`src/rtl/can_tx_serializer.sv`:
```
// CAN 2.0A classic-frame transmit serializer.
// Sends one frame per accepted START, one bit per BIT_TICK, with bit stuffing
// from SOF through CRC and a strobed bit stream toward an external CRC unit.
module can_tx_serializer (
   input  logic        CLK,
   input  logic        RST,
   input  logic        BIT_TICK,
   input  logic        START,
   input  logic [10:0] ID,
   input  logic        RTR,
   input  logic [3:0]  DLC,
   input  logic [63:0] DATA,
   input  logic [14:0] CRC_IN,
   output logic        CRC_CLEAR,
   output logic        CRC_BIT,
   output logic        CRC_STRB,
   output logic        TX_BIT,
   output logic        BUSY,
   output logic        DONE
);

   typedef enum logic [3:0] {
      S_IDLE, S_SOF, S_ARB, S_CTRL, S_DATA, S_CRC,
      S_CRC_DEL, S_ACK, S_ACK_DEL, S_EOF, S_IFS
   } state_t;

   state_t      state;
   logic [10:0] id_q;
   logic        rtr_q;
   logic [3:0]  dlc_q;
   logic [63:0] data_q;
   logic [14:0] crc_q;
   logic [6:0]  bit_cnt;
   logic [2:0]  run_cnt;
   logic        last_bit;

   logic [3:0]  nbytes;
   logic [6:0]  data_last;
   logic [11:0] arb;
   logic [5:0]  ctrl;
   logic        field_bit;
   logic        stuff_zone;
   logic        crc_zone;
   logic        stuff_now;

   // Field bit for the current state/counter, plus stuffing and CRC-feed qualifiers.
   // run_cnt can only sit at 5 in CRC_DEL when a stuff bit is owed after the last CRC bit.
   always_comb begin
      nbytes     = rtr_q ? 4'd0 : ((dlc_q > 4'd8) ? 4'd8 : dlc_q);
      data_last  = {nbytes, 3'b000} - 7'd1;
      arb        = {id_q, rtr_q};
      ctrl       = {2'b00, dlc_q};
      field_bit  = 1'b1;
      case (state)
         S_SOF:  field_bit = 1'b0;
         S_ARB:  field_bit = arb[4'd11 - bit_cnt[3:0]];
         S_CTRL: field_bit = ctrl[3'd5 - bit_cnt[2:0]];
         S_DATA: field_bit = data_q[6'd63 - bit_cnt[5:0]];
         S_CRC:  field_bit = (bit_cnt == 7'd0) ? CRC_IN[14] : crc_q[4'd14 - bit_cnt[3:0]];
         default: field_bit = 1'b1;
      endcase
      stuff_zone = (state == S_SOF) || (state == S_ARB) || (state == S_CTRL) ||
                   (state == S_DATA) || (state == S_CRC);
      crc_zone   = (state == S_SOF) || (state == S_ARB) || (state == S_CTRL) ||
                   (state == S_DATA);
      stuff_now  = (run_cnt == 3'd5) && (stuff_zone || (state == S_CRC_DEL));
   end

   // Frame sequencer: acceptance, per-tick bit emission, stuffing and state advance.
   always_ff @(posedge CLK) begin
      if (RST) begin
         state     <= S_IDLE;
         TX_BIT    <= 1'b1;
         BUSY      <= 1'b0;
         DONE      <= 1'b0;
         CRC_STRB  <= 1'b0;
         CRC_CLEAR <= 1'b0;
         CRC_BIT   <= 1'b0;
         bit_cnt   <= 7'd0;
         run_cnt   <= 3'd0;
         last_bit  <= 1'b1;
         id_q      <= 11'd0;
         rtr_q     <= 1'b0;
         dlc_q     <= 4'd0;
         data_q    <= 64'd0;
         crc_q     <= 15'd0;
      end else begin
         CRC_CLEAR <= 1'b0;
         CRC_STRB  <= 1'b0;
         DONE      <= 1'b0;
         if (state == S_IDLE) begin
            // A tick coincident with START is consumed here, so SOF waits for the next one.
            if (START) begin
               id_q      <= ID;
               rtr_q     <= RTR;
               dlc_q     <= DLC;
               data_q    <= DATA;
               CRC_CLEAR <= 1'b1;
               BUSY      <= 1'b1;
               bit_cnt   <= 7'd0;
               run_cnt   <= 3'd0;
               state     <= S_SOF;
            end
         end else if (BIT_TICK) begin
            if (stuff_now) begin
               TX_BIT   <= ~last_bit;
               last_bit <= ~last_bit;
               run_cnt  <= 3'd1;
            end else begin
               TX_BIT  <= field_bit;
               bit_cnt <= bit_cnt + 7'd1;
               if (stuff_zone) begin
                  run_cnt  <= (run_cnt != 3'd0 && field_bit == last_bit) ? run_cnt + 3'd1 : 3'd1;
                  last_bit <= field_bit;
               end else begin
                  run_cnt <= 3'd0;
               end
               if (crc_zone) begin
                  CRC_STRB <= 1'b1;
                  CRC_BIT  <= field_bit;
               end
               if (state == S_CRC && bit_cnt == 7'd0)
                  crc_q <= CRC_IN;
               case (state)
                  S_SOF: begin state <= S_ARB; bit_cnt <= 7'd0; end
                  S_ARB: if (bit_cnt == 7'd11) begin state <= S_CTRL; bit_cnt <= 7'd0; end
                  S_CTRL: if (bit_cnt == 7'd5) begin
                     state   <= (nbytes == 4'd0) ? S_CRC : S_DATA;
                     bit_cnt <= 7'd0;
                  end
                  S_DATA: if (bit_cnt == data_last) begin state <= S_CRC; bit_cnt <= 7'd0; end
                  S_CRC: if (bit_cnt == 7'd14) begin state <= S_CRC_DEL; bit_cnt <= 7'd0; end
                  S_CRC_DEL: begin state <= S_ACK; bit_cnt <= 7'd0; end
                  S_ACK: begin state <= S_ACK_DEL; bit_cnt <= 7'd0; end
                  S_ACK_DEL: begin state <= S_EOF; bit_cnt <= 7'd0; end
                  S_EOF: if (bit_cnt == 7'd6) begin state <= S_IFS; bit_cnt <= 7'd0; end
                  S_IFS: if (bit_cnt == 7'd3) begin
                     // Fourth tick in IFS closes the third IFS bit time.
                     state   <= S_IDLE;
                     bit_cnt <= 7'd0;
                     BUSY    <= 1'b0;
                     DONE    <= 1'b1;
                  end
                  default: state <= S_IDLE;
               endcase
            end
         end
      end
   end

endmodule

```
`config.mk`:
```
export PLATFORM = sky130hd
export DESIGN_NAME = can_tx_serializer
export DESIGN_NICKNAME = d
export VERILOG_FILES = /design/src/rtl/can_tx_serializer.sv
export SDC_FILE = /design/constraint.sdc
export NUM_CORES = 1
export LEC_CHECK = 0
export BUFFER_PORTS_ARGS = -buffer_cell sky130_fd_sc_hd__buf_2
export CAP_MARGIN = 20
export CORE_MARGIN = 2
export CORE_UTILIZATION = 35
export DETAILED_ROUTE_END_ITERATION = 12
export GPL_TIMING_DRIVEN = 0
export PLACE_DENSITY = 0.57
export SYNTH_ARGS = -nofsm -noshare
export SYNTH_HDL_FRONTEND = slang
export SYNTH_SLANG_ARGS = --single-unit
```
`constraint.sdc`:
```
create_clock -name CLK -period 3.6 [get_ports CLK]
set_input_delay 0.36 -clock CLK [delete_from_list [all_inputs] [get_ports CLK]]
set_output_delay 0.36 -clock CLK [all_outputs]
set_load 0.005 [all_outputs]
```
Word level (Yosys, flattened, before mapping)
Index checks and enable logic that the tools add are counted.
{"block": "totals", "latchBits": 0, "mem_bits_rw": 0, "mem_bits_ro": 0, "ff_bits": 116, "memories": 0, "output_inout_bits": 6, "inputBits": 99}
{"block": "op_classes", "n_reduce_logical": 29, "eq_ne": 26, "n_mul": 0, "n_div": 0, "shift": 0, "mux": 53, "bitwise": 5, "order_cmp": 5, "addsub": 7}
{"operator": "7-bit 2-to-1 mux", "n": 10}
{"operator": "7-bit one-hot mux with 7 select lines", "n": 1}
{"operator": "4-bit 2-to-1 mux", "n": 12}
{"operator": "4-bit one-hot mux with 10 select lines", "n": 1}
{"operator": "1-bit 2-to-1 mux", "n": 18}
{"operator": "3-bit 2-to-1 mux", "n": 6}
{"operator": "4-bit by 3-bit equality test with 1-bit output, second input constant", "n": 4}
{"operator": "7-bit by 3-bit equality test with 1-bit output, second input constant", "n": 2}
{"operator": "7-bit by 4-bit equality test with 1-bit output, second input constant", "n": 2}
{"operator": "4-bit equality test, second input constant", "n": 3}
{"operator": "3-bit by 1-bit != test with 1-bit output, second input constant", "n": 4}
{"operator": "4-bit by 5-bit < comparator with 1-bit output, second input constant", "n": 2}
{"operator": "9-bit AND reduction", "n": 1}
{"operator": "1-bit binary-select mux with 4-bit select", "n": 2}
{"operator": "4-bit by 2-bit equality test with 1-bit output, second input constant", "n": 2}
{"operator": "4-bit zero test", "n": 2}
{"operator": "4-bit AND reduction", "n": 2}
{"operator": "2-bit nonzero test", "n": 4}
{"operator": "4-bit OR reduction", "n": 2}
{"operator": "4-bit subtractor, first input constant", "n": 2}
{"operator": "7-bit by 1-bit adder with 7-bit output, second input constant", "n": 1}
{"operator": "7-bit by 2-bit equality test with 1-bit output, second input constant", "n": 1}
{"operator": "7-bit equality test", "n": 1}
{"operator": "7-bit zero test", "n": 1}
{"operator": "25 further kinds", "n": 39}

Longest topological paths before layout
{"block": "logic_depth", "ltp_word": 12, "ltp_mapped": 13, "mapped_depth_nobuf": 11}

Least setup slack after synthesis
No wires, ideal clock.
{"block": "synth_timing", "kind": "register to register", "start": "register bit_cnt[2]", "end": "register bit_cnt[5]", "slack_ns": 0.872, "required_time_ns": 3.529, "setup_time_ns": 0.071, "path_stages_with_launch": 13, "t_arrival_ns": 2.657, "cell_sequence": "dfxtp_1 -> buf_4 -> buf_2 -> inv_1 -> ha_1 -> mux2_2 -> a311oi_1 -> a21oi_1 -> o21ai_1 -> o21bai_2 -> o21ai_2 -> or4_1 -> a21oi_1"}
{"block": "synth_between", "elab_chain_len": 6, "elab_cells_between_ends": 17}
{"item": "from (decl)", "line": "33", "rtl": "logic [6:0] bit_cnt;"}
{"item": "from (signal assigned)", "line": "111", "rtl": "bit_cnt <= bit_cnt + 7'd1;"}
{"item": "7-bit by 1-bit adder with 7-bit output (tied with other cells)", "line": "111"}
{"item": "7-bit 2-to-1 mux (tied with other cells)", "line": "137", "rtl": "S_IFS: if (bit_cnt == 7'd3) begin"}
{"item": "7-bit one-hot mux with 7 select lines *", "line": "124", "rtl": "case (state)"}
{"item": "7-bit 2-to-1 mux *", "line": "105", "rtl": "if (stuff_now) begin"}
{"item": "7-bit 2-to-1 mux *", "line": "104", "rtl": "end else if (BIT_TICK) begin"}
{"item": "7-bit 2-to-1 mux *", "line": "91", "rtl": "if (state == S_IDLE) begin"}
Every way passes the cells marked *; elsewhere a longest branch is shown, timed or not. The select of a mux whose other input is x is not followed.
A chain may end at the register's enable or synchronous reset.

Worst setup path in the final report
Ends and elaborated chain as after synthesis.

==> metrics.cfg <==
[logic_synthesis]
yosys.area_share.adder_pct = 3.079
synth_top_family_by_area = simple AND/OR/NAND/NOR gates
netlist_instances = 693
synthFlopType = dfxtp_1
synth.cell_area_um2 = 5689
yosys.area_share.xor_xnor_pct = 1.386
synth-simple-area-share_pct = 21.49
synth_nets = 806
synth-compound-area-share_pct = 15.31
yosys_warnings = 0
synth_area_per_cell_um2 = 8.210
synthArstFlopShare_pct = 0
synth_mux_area_share_pct = 12.76
synth-seq-area-share_pct = 40.82
synth_seq_cells = 116
synth_edf_count = 0
synth_cell_types = 58

[global_route]
grt_pass1_wl_mm = 25.23
grt_max_degree = 17
grt_overflow = 0
grt_usage_pct = 18.47
antenna_found_initial = 0
grt_pass1_vias = 4926

[route]
avgRoutedWirePerCell_um = 14.99
drc = 0
dr_total_vias = 5110
drt-total-wl_mm = 15.63
drt_pass1_iterations = 4
route.antenna.remaining_nets = 0
drt_iter0_drc = 291
routed_via_density = 4.899

[power]
p_per_area_nw_per_um2 = 629.3
p_switching_mw = 1.507
p_sw_share_pct = 34.08
pwr-share-clk_pct = 35.6
p_comb_share_pct = 28.2
vdd.ir_drop.worst_mv = 0.3423
seqPwrFrac_pct = 36.2
fin_total_pwr_mw = 4.422
internal_power_mw = 2.915
power.leakage_nw = 2.888

[hold_path]
hp-start = ID[3]
holdCritPathClass = input pin to flop
hold_path_end = id_q[3]
hold_depth = 3

[clock_tree]
cts_root_buf = clkbuf_16
clk_latency_ps = 430
cts_sinks = 116
htree_levels = 4
post_cts_buffers = 0
cts_tree = built
holdBufCountCts = 0
cts_inserted_buffers = 17
cts_buffer_depth = 2
cts_resized = 0
path_clk_slew_ps = 60

[timing]
skew_ps = 9.604
fin_crit_ps = 3369
period_share_pct = 93.59
setup_viol = 0
finalHoldViolCount = 0
rsz0062_at_grt = false
clock.fmax_mhz = 296.8
drv_slew = 0
slew_headroom_pct = 44.62
worst_pin_slew_ps = 830.7
tns_ps = 0

[worst_setup_path]
path_max_fanout = 10
path_common_cell = a21oi_1
r2r_end = bit_cnt[5]
cpPeakStageDelay_ps = 500
critPathTopFamily = compound AO/OA/AOI/OAI gates
cp_slowest_cell = or4_1
r2r_start = bit_cnt[2]
critPathKind = flop to flop
critPathArrivalTime_ps = 3720
worst-path-buf-inv = 3
crit_path_cell_trace = buf_4 -> buf_2 -> inv_1 -> ha_1 -> mux2_2 -> a311oi_1 -> a21oi_1 -> o21ai_1 -> o21bai_2 -> o21ai_2 -> or4_1 -> a21oi_1
r2r_setup_slack_ps = 230
crit_path_end_kind = flop
crit_required_ps = 3950
cp-start-kind = flop
reg2regPathDepth = 12

[layout]
area_growth_pct = 23.51
fin_nets = 928
diodes = 0
drive_gt1_share_pct = 20.80

[floorplan]
fp.dieW_um = 131.5
rows = 46
pin_count = 105
die_h_um = 131.5
die_area_um2 = 17290
core-area_um2 = 15890
initial_core_util_pct = 35.81

[placement]
numPortBuffers = 103
finalWeightedCongestion = 0.8868
dp_hpwl_mm = 11.54

[job]
maxCapViolations = 0

[outcome]
status = finished, final reports clean

==> routing by layer <==
layer	vias up	global-route usage (%)	part of all wire, %
met1	2345	24.25	47
met2	110	29.17	46
met4	0	7.246	1.8
li1	2631	-	-
met3	24	4.591	4.8
met5	-	0	0
==> placed cells by master (no fill, tap or decap), types with 11 or more instances in the layout <==
cell type	instances
inv_1	11
mux2i_1	35
mux4_2	12
nor2_1	45
clkbuf_16	17
nand3_1	13
nand2_1	184
ha_1	14
a21oi_1	101
o21ai_0	13
buf_2	106
clkbuf_1	42
dfxtp_1	116
==> cell families (layout without fill, tap and decap cells) <==
kind of cell    count (synthesis)  count (layout)
flops                         116             116
buf+inv                        64             198
xor+xnor                        9               9
simple gates                  286             286
fa+ha+maj                      14              14
compound gates                151             151
mux                            53              53
==> flip-flops by register name (all words and copies together), names as in the netlist, 3 cells and up <==
name / flops
id_q: 11
bit_cnt: 7
dlc_q: 4
run_cnt: 3
crc_q: 15
state: 4
data_q: 64
==> power groups by stage <==
stage	logic (mW)	registers (mW)	clock network, mW
3_5_place_dp	1.25	1.62	0
6_report	1.25	1.60	1.58
2_1_floorplan	0.904	1.59	0
5_1_grt	1.40	1.62	1.66
4_1_cts	1.26	1.60	1.60
3_3_place_gp	1.24	1.62	0
==> cell usage after synthesis (3+ instances only) <==
| master | number | area [um2] |
|---|---|---|
| nand3_1 | 13 | 65.06 |
| nor2_1 | 45 | 168.9 |
| a22oi_1 | 5 | 37.54 |
| a211oi_1 | 3 | 22.52 |
| mux4_2 | 12 | 270.3 |
| dfxtp_1 | 116 | 2322 |
| xnor2_1 | 6 | 52.55 |
| a21oi_1 | 101 | 505.5 |
| inv_1 | 11 | 41.29 |
| and3_1 | 4 | 25.02 |
| ha_1 | 14 | 175.2 |
| nand4_1 | 6 | 37.54 |
| xor2_1 | 3 | 26.28 |
| a31oi_1 | 5 | 31.28 |
| nor3_1 | 6 | 30.03 |
| buf_4 | 5 | 37.54 |
| mux2i_1 | 35 | 350.3 |
| buf_2 | 3 | 15.01 |
| clkbuf_1 | 41 | 153.9 |
| nor2b_1 | 5 | 31.28 |
| o21ai_0 | 13 | 65.06 |
| and2_1 | 5 | 31.28 |
| o21bai_1 | 3 | 22.52 |
| a311oi_1 | 3 | 26.28 |
| nand2_1 | 184 | 690.7 |
==> worst min-delay path, delay by kind of cell <==
family	cells	cell delay, ps
compound gates	1	50
buf+inv	1	90
simple gates	1	40
==> through the flow <==
step / utilization, % / instances / worst slack, ps / hold WS, ps / instance area, um2
after CTS: 44.23 / 1043 / 262.6 / 154.2 / 7027
after detailed placement: 40.76 / 1012 / 288.3 / 445.8 / 6475
after global placement: 40.76 / 1012 / 283.9 / 440.5 / 6475
after global routing: 44.23 / 1043 / 72.95 / 158.8 / 7027
final: 44.23 / 1043 / 230.8 / 165.4 / 7027
after floorplan: - / 693 / 872.4 / 431.5 / 5689
==> layout make-up <==
| class | instances | area, um2 |
|---|---|---|
| fill | 1690 | 8859 |
| sequential | 116 | 2322 |
| tap | 216 | 270.3 |
| clock buffer | 19 | 442.9 |
| clock inverter | 12 | 108.9 |
| inverter | 12 | 45.04 |
| buffer | 52 | 249.0 |
| multi-input combinational | 513 | 3073 |
| timing repair buffer | 103 | 515.5 |
==> worst max path at each step <==
stage	from	endpoint	slack, ps	cells past startpoint
floorplan	bit_cnt[2]	bit_cnt[5]	870	12
global placement	bit_cnt[2]	bit_cnt[5]	280	12
detailed placement	bit_cnt[2]	bit_cnt[5]	290	12
CTS	bit_cnt[2]	bit_cnt[5]	260	12
global route	bit_cnt[2]	bit_cnt[5]	70	12
finish	bit_cnt[2]	bit_cnt[5]	230	12
Note: power is estimated with default switching activity, not from simulation.
